--- config.mk ---
export PLATFORM = sky130hd
export DESIGN_NAME = cache_ctrl
export DESIGN_NICKNAME = d
export VERILOG_FILES = /design/src/rtl/cache_ctrl.sv
export SDC_FILE = /design/constraint.sdc
export NUM_CORES = 1
export LEC_CHECK = 0
export ABC_AREA = 1
export ABC_CLOCK_PERIOD_IN_PS = 4700
export BUFFER_PORTS_ARGS = -buffer_cell sky130_fd_sc_hd__buf_2
export CORE_ASPECT_RATIO = 0.75
export CORE_MARGIN = 4
export CORE_UTILIZATION = 42
export CTS_BUF_LIST = sky130_fd_sc_hd__clkbuf_4 sky130_fd_sc_hd__clkbuf_8
export DETAILED_ROUTE_END_ITERATION = 7
export GPL_ROUTABILITY_DRIVEN = 0
export PLACE_DENSITY = 0.61
export SYNTH_ARGS = -nofsm -noshare
export SYNTH_HDL_FRONTEND = slang
export SYNTH_SLANG_ARGS = --single-unit
--- constraint.sdc ---
create_clock -name clk -period 4.7 [get_ports clk]
set_input_delay 0.47 -clock clk [delete_from_list [all_inputs] [get_ports clk]]
set_output_delay 0.47 -clock clk [all_outputs]
set_load 0.02 [all_outputs]
--- src/rtl/cache_ctrl.sv ---
// Direct-mapped data-cache controller: tag/valid arrays, hit/miss decision,
// block refill and write-through store sequencing over a request/ready handshake.
module cache_ctrl #(
  parameter int ADDR_W   = 10,
  parameter int INDEX_W  = 5,
  parameter int OFFSET_W = 2
) (
  input  logic                        clk,
  input  logic                        rst,
  input  logic                        MemReadCpu,
  input  logic                        MemWrite,
  input  logic [ADDR_W-1:0]           cpu_addr,
  output logic                        hit,
  output logic                        stall,
  output logic                        cache_we,
  output logic [INDEX_W+OFFSET_W-1:0] cache_waddr,
  output logic                        cache_wsel,
  output logic                        mem_rd,
  output logic                        mem_wr,
  output logic [ADDR_W-1:0]           mem_addr,
  input  logic                        mem_ready
);
  localparam int TAG_W = ADDR_W - INDEX_W - OFFSET_W;
  localparam int LINES = 1 << INDEX_W;

  typedef enum logic [1:0] {IDLE, REFILL, WRITE_MEM, RESUME} state_t;

  state_t                       state, state_nx;
  logic [OFFSET_W-1:0]          word_cnt;
  logic [ADDR_W-1:0]            lat_addr;
  logic                         lat_hit;
  logic [LINES-1:0]             valid;
  logic [LINES-1:0][TAG_W-1:0]  tags;

  logic [TAG_W-1:0]    cpu_tag, lat_tag;
  logic [INDEX_W-1:0]  cpu_idx, lat_idx;
  logic [OFFSET_W-1:0] lat_off;
  logic                last_word;

  assign cpu_tag   = cpu_addr[ADDR_W-1 -: TAG_W];
  assign cpu_idx   = cpu_addr[OFFSET_W +: INDEX_W];
  assign lat_tag   = lat_addr[ADDR_W-1 -: TAG_W];
  assign lat_idx   = lat_addr[OFFSET_W +: INDEX_W];
  assign lat_off   = lat_addr[OFFSET_W-1:0];
  assign last_word = &word_cnt;

  assign hit = valid[cpu_idx] && (tags[cpu_idx] == cpu_tag);

  always_ff @(posedge clk) begin
    if (rst) begin
      state    <= IDLE;
      word_cnt <= '0;
      valid    <= '0;
      lat_addr <= '0;
      lat_hit  <= 1'b0;
    end else begin
      state <= state_nx;
      case (state)
        IDLE: begin
          // store wins over a simultaneous load
          if (MemWrite) begin
            lat_addr <= cpu_addr;
            lat_hit  <= hit;
          end else if (MemReadCpu && !hit) begin
            lat_addr <= cpu_addr;
            word_cnt <= '0;
          end
        end
        REFILL: begin
          if (mem_ready) begin
            word_cnt <= word_cnt + 1'b1;
            if (last_word) valid[lat_idx] <= 1'b1;
          end
        end
        default: ;
      endcase
    end
  end

  // Tags need no reset: a line is only consulted once its valid bit is set.
  always_ff @(posedge clk) begin
    if (state == REFILL && mem_ready && last_word) tags[lat_idx] <= lat_tag;
  end

  always_comb begin
    state_nx    = state;
    stall       = 1'b0;
    mem_rd      = 1'b0;
    mem_wr      = 1'b0;
    mem_addr    = '0;
    cache_we    = 1'b0;
    cache_waddr = '0;
    cache_wsel  = 1'b0;
    case (state)
      IDLE: begin
        if (MemWrite) begin
          stall    = 1'b1;
          state_nx = WRITE_MEM;
        end else if (MemReadCpu && !hit) begin
          stall    = 1'b1;
          state_nx = REFILL;
        end
      end
      REFILL: begin
        stall       = 1'b1;
        mem_rd      = 1'b1;
        mem_addr    = {lat_tag, lat_idx, word_cnt};
        cache_wsel  = 1'b1;
        cache_waddr = {lat_idx, word_cnt};
        if (mem_ready) begin
          cache_we = 1'b1;
          if (last_word) state_nx = RESUME;
        end
      end
      WRITE_MEM: begin
        stall       = 1'b1;
        mem_wr      = 1'b1;
        mem_addr    = lat_addr;
        cache_waddr = {lat_idx, lat_off};
        if (mem_ready) begin
          cache_we = lat_hit;
          state_nx = RESUME;
        end
      end
      RESUME:  state_nx = IDLE;
      default: state_nx = IDLE;
    endcase
  end
endmodule

==> results of run 1 <==
[metal layers]
metal,vias to the layer above,global-route usage,share of wire,wire (um)
met5,-,0,0,0
li1,2351,-,-,-
met3,18,0.0540,0.080,1290
met2,188,0.287,0.44,7120
met4,0,0.0543,0.012,187
met1,2342,0.292,0.47,7540
[layout make-up]
type	instances	area, sq um
flip-flops and latches	143	3820
fillers	1403	7590
inverters	38	143
multi-input cells	483	2080
well taps	200	250
repair buffers	45	245
clock buffers	21	283
clock inverters	11	138
[cell families after synthesis]
group | Yosys count | share of synthesized area
AOI/OAI and AO/OA | 34 | 0.0292
DFF | 143 | 0.608
buffers and inverters | 77 | 0.0624
and+or+nand+nor | 443 | 0.289
adders and majority gates | 6 | 0.0119
[worst max-delay path, cell delays in order]
cell and delay (ps):
sky130_fd_sc_hd__buf_2 530, sky130_fd_sc_hd__inv_2 70, sky130_fd_sc_hd__buf_4 270, sky130_fd_sc_hd__nand2_1 100, sky130_fd_sc_hd__nand3_1 140, sky130_fd_sc_hd__nand3_1 120
sky130_fd_sc_hd__nand2_1 70, sky130_fd_sc_hd__nand2_1 60, sky130_fd_sc_hd__nand3_1 90, sky130_fd_sc_hd__nand3b_1 90, sky130_fd_sc_hd__nand2_1 60, sky130_fd_sc_hd__nor2_1 110
sky130_fd_sc_hd__nand2_2 100, sky130_fd_sc_hd__nand3_2 90, sky130_fd_sc_hd__nand2_2 160, sky130_fd_sc_hd__o21bai_1 170, sky130_fd_sc_hd__inv_1 50, sky130_fd_sc_hd__buf_2 150
[worst max path at each step]
stage                      startpoint     to  slack [ps]
after floorplan           cpu_addr[2]  stall        2260
after global placement    cpu_addr[2]  stall        1350
after detailed placement  cpu_addr[2]  stall        1320
after CTS                 cpu_addr[2]  stall        1310
after global routing      cpu_addr[2]  stall         990
final                     cpu_addr[2]  stall        1290
[power by group]
part	internal [W]	total (W)	switching [W]
combinational	0.000176	0.000684	0.000508
sequential	0.00145	0.00149	0.0000383
clock	0.000568	0.00103	0.000460
[sequential cells by signal, summed over array words and instances (netlist names)]
register  cells
tags         96
valid        32
lat_addr     10
state         2
word_cnt      2
lat_hit       1
[Yosys cell counts, types with 2 or more instances]
library cell,n
sky130_fd_sc_hd__inv_1,35
sky130_fd_sc_hd__nor3_1,14
sky130_fd_sc_hd__dfxtp_1,47
sky130_fd_sc_hd__ha_1,6
sky130_fd_sc_hd__buf_2,13
sky130_fd_sc_hd__nand2_2,2
sky130_fd_sc_hd__inv_2,3
sky130_fd_sc_hd__o21ai_1,10
sky130_fd_sc_hd__o21a_1,2
sky130_fd_sc_hd__a21oi_1,6
sky130_fd_sc_hd__nand2_1,173
sky130_fd_sc_hd__o21ai_0,13
sky130_fd_sc_hd__nor2_1,156
sky130_fd_sc_hd__clkbuf_1,6
sky130_fd_sc_hd__nand3_1,95
sky130_fd_sc_hd__buf_4,15
sky130_fd_sc_hd__edfxtp_1,96
sky130_fd_sc_hd__buf_6,4
[through the flow]
stage                     cell area (sq um)  utilization  setup slack, ps
after global routing                   6960        0.478              989
after CTS                              6960        0.478             1310
after floorplan                        6290            -             2260
after detailed placement               6540        0.449             1320
final                                  6960        0.478             1290
after global placement                 6540        0.449             1350
==> results by group, run 1 <==
STA
  – Worst slack on hold paths: 276 ps
  – Final Max Tran Viols: 0
  – Sum of negative setup slack: 0 ps
  – Unrepaired setup endpoints after global routing: false
  – Final Cycle Share: 0.725
  – Highest achievable clock rate: 294 MHz
  – Minimum clock period: 3410 ps
  – Max-slew headroom at the worst pin: 0.513
  – Final count of hold timing violations: 0
  – Final setup vio count: 0
  – Pin slew with the least headroom to its limit: 730 ps
  – Worst setup skew after layout: 15.2 ps

Critical path
  – Critical path class: in -> out
  – Maximum net fanout on the critical path: 35
  – Flop-to-flop setup slack: 2420 ps
  – Setup crit end kind: primary output
  – Required time reported for the critical path endpoint: 4230 ps
  – FF-to-FF Start: state[1]
  – Reg2reg end: tags[4]
  – Crit start category: primary input
  – Depth of the worst register-to-register path: 6
  – CP arrival: 2940 ps

CTS
  – Clock tree root driver cell: sky130_fd_sc_hd__clkbuf_8
  – CTS Hold Bufs: 0
  – Maximum buffer depth of the clock tree: 2
  – CTS resizes: 0
  – TritonCTS clock tree: built
  – Post-CTS setup-driven buffer insertion count: 0
  – Register clock-pin slew on the reported worst setup and hold paths: 70 ps
  – Clock latency on the worst-skew pair: 450 ps
  – Number of H-tree levels: 4
  – CTS buffer count: 17
  – Clock tree sinks: 143

Cells and area
  – Relative area change from synthesis to final layout: 10.6%
  – Most frequent standard cell in the layout excluding fill and tap cells: sky130_fd_sc_hd__nand2_1
  – Final-stage net count: 749
  – Antenna diode count: 0
  – Cell Count, Final, Fillers Out: 941
  – Most frequent cells in the layout: sky130_fd_sc_hd__nand2_1, sky130_fd_sc_hd__nor2_1, sky130_fd_sc_hd__edfxtp_1, sky130_fd_sc_hd__nand3_1, sky130_fd_sc_hd__dfxtp_1
  – Fraction of final layout cells with drive strength greater than 1: 0.112

Logic synthesis
  – EDFF count, synth: 96
  – Unique cell type count in the Yosys netlist: 25
  – Sequential element share of the synthesized area: 0.608
  – Synthesis Warnings: 0
  – Top FF cell, synth: sky130_fd_sc_hd__edfxtp_1
  – Mean Syn Cell Area: 8.95 sq um
  – Post-synthesis async set-or-reset flop share: 0
  – Main area contributors after synthesis: sky130_fd_sc_hd__edfxtp_1, sky130_fd_sc_hd__dfxtp_1, sky130_fd_sc_hd__nand2_1
  – Summed instance area of the synthesized netlist: 0.00629 sq mm
  – Yosys top cell by area: sky130_fd_sc_hd__edfxtp_1
  – Instance count of the mapped netlist: 703
  – Top cell type's share of synthesized area: 0.458
  – Synthesized net count: 724
  – Number of flip-flops and latches in the synthesized netlist: 143

Global route
  – Number of antenna violations at the first check in global routing: 0
  – Maximum number of pins on one net before global-route repair: 36
  – Global routing usage summed across all routing layers: 0.198
  – Vias in the first global route: 4785
  – Wire length of the first global-routing pass: 25700 um
  – Global-route congestion overflow total: 0

Routing
  – Number of nets still failing antenna checks after routing: 0
  – Mean routed wirelength per cell: 17.1 um
  – Post-detailed-route DRC marker count: 0
  – Via count: 4899
  – Sum of routed wire length over all layers: 16100 um
  – Via count normalized by instance count: 5.21
  – Pre-antenna DRT Iters: 5
  – DRT iter0 DRCs: 573

Min path
  – Worst hold-check path type: in -> reg
  – Hold worst-path end: lat_addr[1]
  – Startpoint of the worst hold path: cpu_addr[1]
  – Min-Delay Path Depth: 3

Flow run
  – Number of violations of the max-capacitance limit: 0

Floorplanning
  – IO Pins: 38
  – Number of rows created at floorplan: 38
  – Full die area: 0.0170 sq mm
  – Effective utilization at floorplan: 0.432
  – DIE HEIGHT: 114 um
  – Core Region: 0.0145 sq mm
  – Die width: 149 um

Pwr
  – Static leakage: 2.78 nW
  – Power Density: 460 mW/mm^2
  – Post-layout total power: 0.00320 W
  – Peak supply drop: 0.176 mV

Status
  – Outcome: finished clean

Place
  – Sum of net half-perimeters after detailed placement: 10800 um
  – Cell total after placement: 909
  – Count of buffers inserted at the top-level ports: 37
Note: power is estimated with default switching activity, not from simulation.
==> run 2: changes to the inputs <==
Settings changed: ABC_CLOCK_PERIOD_IN_PS 4700 to 3200.
Clock period 4.7 ns to 3.2 ns, I/O delays scaled along.
==> run 2 against run 1 <==
Against the previous run: critical path depth unchanged; die area stayed put; combinational power grew 49%; count of clock-buffer cells in the layout is 2 higher; non-clock buffer count grew 4; flip-flop and latch count stayed put; design area up 1.0%; first-iteration DRC count is 28% lower; hold slack worse by 150 ps; worst setup slack lost 890 ps; total power grew 51%; largest cell class unchanged.
==> results by group, run 2 (synthesis gave the netlist of run 1 again) <==
Cells and area
  – Largest registers: tags (96), valid (32), lat_addr (10)
  – Antenna diode count: 0
  – Number of flip-flops under the largest register name: 96
  – Relative area change from synthesis to final layout: 11.7%
  – Most frequent standard cell in the layout excluding fill and tap cells: sky130_fd_sc_hd__nand2_1
  – Final-stage net count: 753
  – Most frequent cells in the layout: sky130_fd_sc_hd__nand2_1, sky130_fd_sc_hd__nor2_1, sky130_fd_sc_hd__edfxtp_1, sky130_fd_sc_hd__nand3_1, sky130_fd_sc_hd__dfxtp_1
  – Number of fill cells: 1396
  – Final Util: 0.483
  – Fraction of final layout cells with drive strength greater than 1: 0.117
  – Register bank with the most flops: tags

Pwr
  – Clk pwr share: 0.338
  – Net load switching power: 0.00149 W
  – Power Density: 688 mW/mm^2
  – Sequential power share: 0.450
  – Peak supply drop: 0.405 mV
  – Post-layout total power: 0.00484 W
  – Static leakage: 2.81 nW
  – Internal cell power: 0.00335 W
  – Net switching share of the total power: 0.308
  – Relative contribution of combinational cells to total power: 0.211

STA
  – Unrepaired setup endpoints after global routing: false
  – Worst setup skew after layout: 9.25 ps
  – Worst Setup Slack, final: 401 ps
  – Worst slack on hold paths: 128 ps
  – Final count of hold timing violations: 0
  – Final Max Tran Viols: 0
  – Final setup vio count: 0
  – Max-slew headroom at the worst pin: 0.587
  – Highest achievable clock rate: 357 MHz
  – Sum of negative setup slack: 0 ps
  – Pin slew with the least headroom to its limit: 618 ps
  – Minimum clock period: 2800 ps
  – Final Cycle Share: 0.875

CTS
  – Clock latency on the worst-skew pair: 440 ps
  – Maximum buffer depth of the clock tree: 2
  – TritonCTS clock tree: built
  – Post-CTS setup-driven buffer insertion count: 0
  – CTS buffer count: 17
  – CTS Hold Bufs: 0
  – Register clock-pin slew on the reported worst setup and hold paths: 70 ps
  – Clock tree sinks: 143
  – Number of H-tree levels: 4
  – CTS resizes: 0
  – Clock tree root driver cell: sky130_fd_sc_hd__clkbuf_8

Routing
  – Post-detailed-route DRC marker count: 0
  – Pre-antenna DRT Iters: 5
  – Met3 wirelength from detailed routing: 1400 um
  – Via count: 4931
  – Sum of routed wire length over all layers: 16100 um
  – Via count normalized by instance count: 5.22
  – Mean routed wirelength per cell: 17.1 um
  – DRT iter0 DRCs: 413
  – Uppermost signal routing layer after detailed routing: met4
  – Number of nets still failing antenna checks after routing: 0
  – WL met2: 6910 um
  – Met1 wire length: 7580 um

Place
  – DP Worst Slack: 434 ps
  – Count of buffers inserted at the top-level ports: 37
  – Sum of net half-perimeters after detailed placement: 10800 um

Critical path
  – Setup crit end kind: primary output
  – Maximum net fanout on the critical path: 20
  – End point of the critical path: stall
  – CP arrival: 2480 ps
  – FF-to-FF Start: state[1]
  – Reg2reg end: tags[29]
  – Setup crit start: cpu_addr[3]
  – Flop-to-flop setup slack: 910 ps
  – Critical path class: in -> out
  – Depth of the worst register-to-register path: 6
  – Required time reported for the critical path endpoint: 2880 ps
  – Crit start category: primary input

Global route
  – Maximum number of pins on one net before global-route repair: 47
  – Global-route congestion overflow total: 0
  – Vias in the first global route: 4735
  – Global routing usage summed across all routing layers: 0.197
  – Number of antenna violations at the first check in global routing: 0
  – Wire length of the first global-routing pass: 25600 um

Floorplanning
  – Die width: 149 um
  – IO Pins: 38
  – Number of rows created at floorplan: 38
  – DIE HEIGHT: 114 um
  – Core Region: 0.0145 sq mm
  – Full die area: 0.0170 sq mm
  – Effective utilization at floorplan: 0.432

Status
  – Outcome: finished clean

Min path
  – Worst hold-check path type: in -> reg

Flow run
  – Number of violations of the max-capacitance limit: 0
==> run 2: cell types whose count changed in the layout (fill, tap and decap cells not counted), sizes merged <==
cell / before / now
buf: 45 / 49
clkbuf: 21 / 23
inv: 38 / 39
bufinv: 3 / 4
clkinv: 6 / 2
==> run 2: layout make-up <==
| class | instances | area, sq um | share of cell area |
|---|---|---|---|
| clock buffers | 23 | 310 | 0.0441 |
| repair buffers | 49 | 275 | 0.0392 |
| flip-flops and latches | 143 | 3820 | 0.544 |
| well taps | 200 | 250 | 0.0356 |
| multi-input cells | 483 | 2080 | 0.295 |
| inverters | 38 | 143 | 0.0203 |
| clock inverters | 9 | 153 | 0.0217 |
==> run 2: stage by stage <==
step                area, sq um  std cells
finish                     7030        945
global route               7030        945
CTS                        7030        945
detailed placement         6570        913
global placement           6570        913
floorplan                  6290        703
==> run 2: power by group through the flow <==
stage	Clock [W]	Sequential (W)	Combinational, W
2_1_floorplan	0	0.00226	0.000674
3_3_place_gp	0	0.00221	0.000999
3_5_place_dp	0	0.00222	0.00102
4_1_cts	0.00165	0.00218	0.00102
5_1_grt	0.00175	0.00219	0.00114
6_report	0.00164	0.00218	0.00102
==> run 2: how the worst min path moves through the flow <==
stage / start / endpoint / cells after the start
final: cpu_addr[1] / lat_addr[1] / 3
after global routing: cpu_addr[0] / lat_addr[0] / 3
after CTS: cpu_addr[1] / lat_addr[1] / 3
after detailed placement: valid[25] / valid[25] / 2
after global placement: valid[11] / valid[11] / 2
after floorplan: valid[11] / valid[11] / 2
==> run 2: critical path: stages <==
cell and delay [ps]:
sky130_fd_sc_hd__buf_2 340, sky130_fd_sc_hd__inv_2 70, sky130_fd_sc_hd__buf_4 210, sky130_fd_sc_hd__nand3_1 150, sky130_fd_sc_hd__nand3_1 130, sky130_fd_sc_hd__nand2_1 90, sky130_fd_sc_hd__nand2_1 50, sky130_fd_sc_hd__nand3_1 120
sky130_fd_sc_hd__nand2_1 70, sky130_fd_sc_hd__nand2_1 50, sky130_fd_sc_hd__nand2_1 40, sky130_fd_sc_hd__nor2_1 110, sky130_fd_sc_hd__nand2_2 110, sky130_fd_sc_hd__nand3_2 90, sky130_fd_sc_hd__nand2_2 160, sky130_fd_sc_hd__o21bai_1 160
sky130_fd_sc_hd__inv_1 50, sky130_fd_sc_hd__buf_2 150
==> run 2: routing by layer <==
layer | track usage | vias up
met5 | 0 | -
met1 | 0.295 | 2326
met2 | 0.288 | 219
met3 | 0.0425 | 27
li1 | - | 2359
met4 | 0.0591 | 0
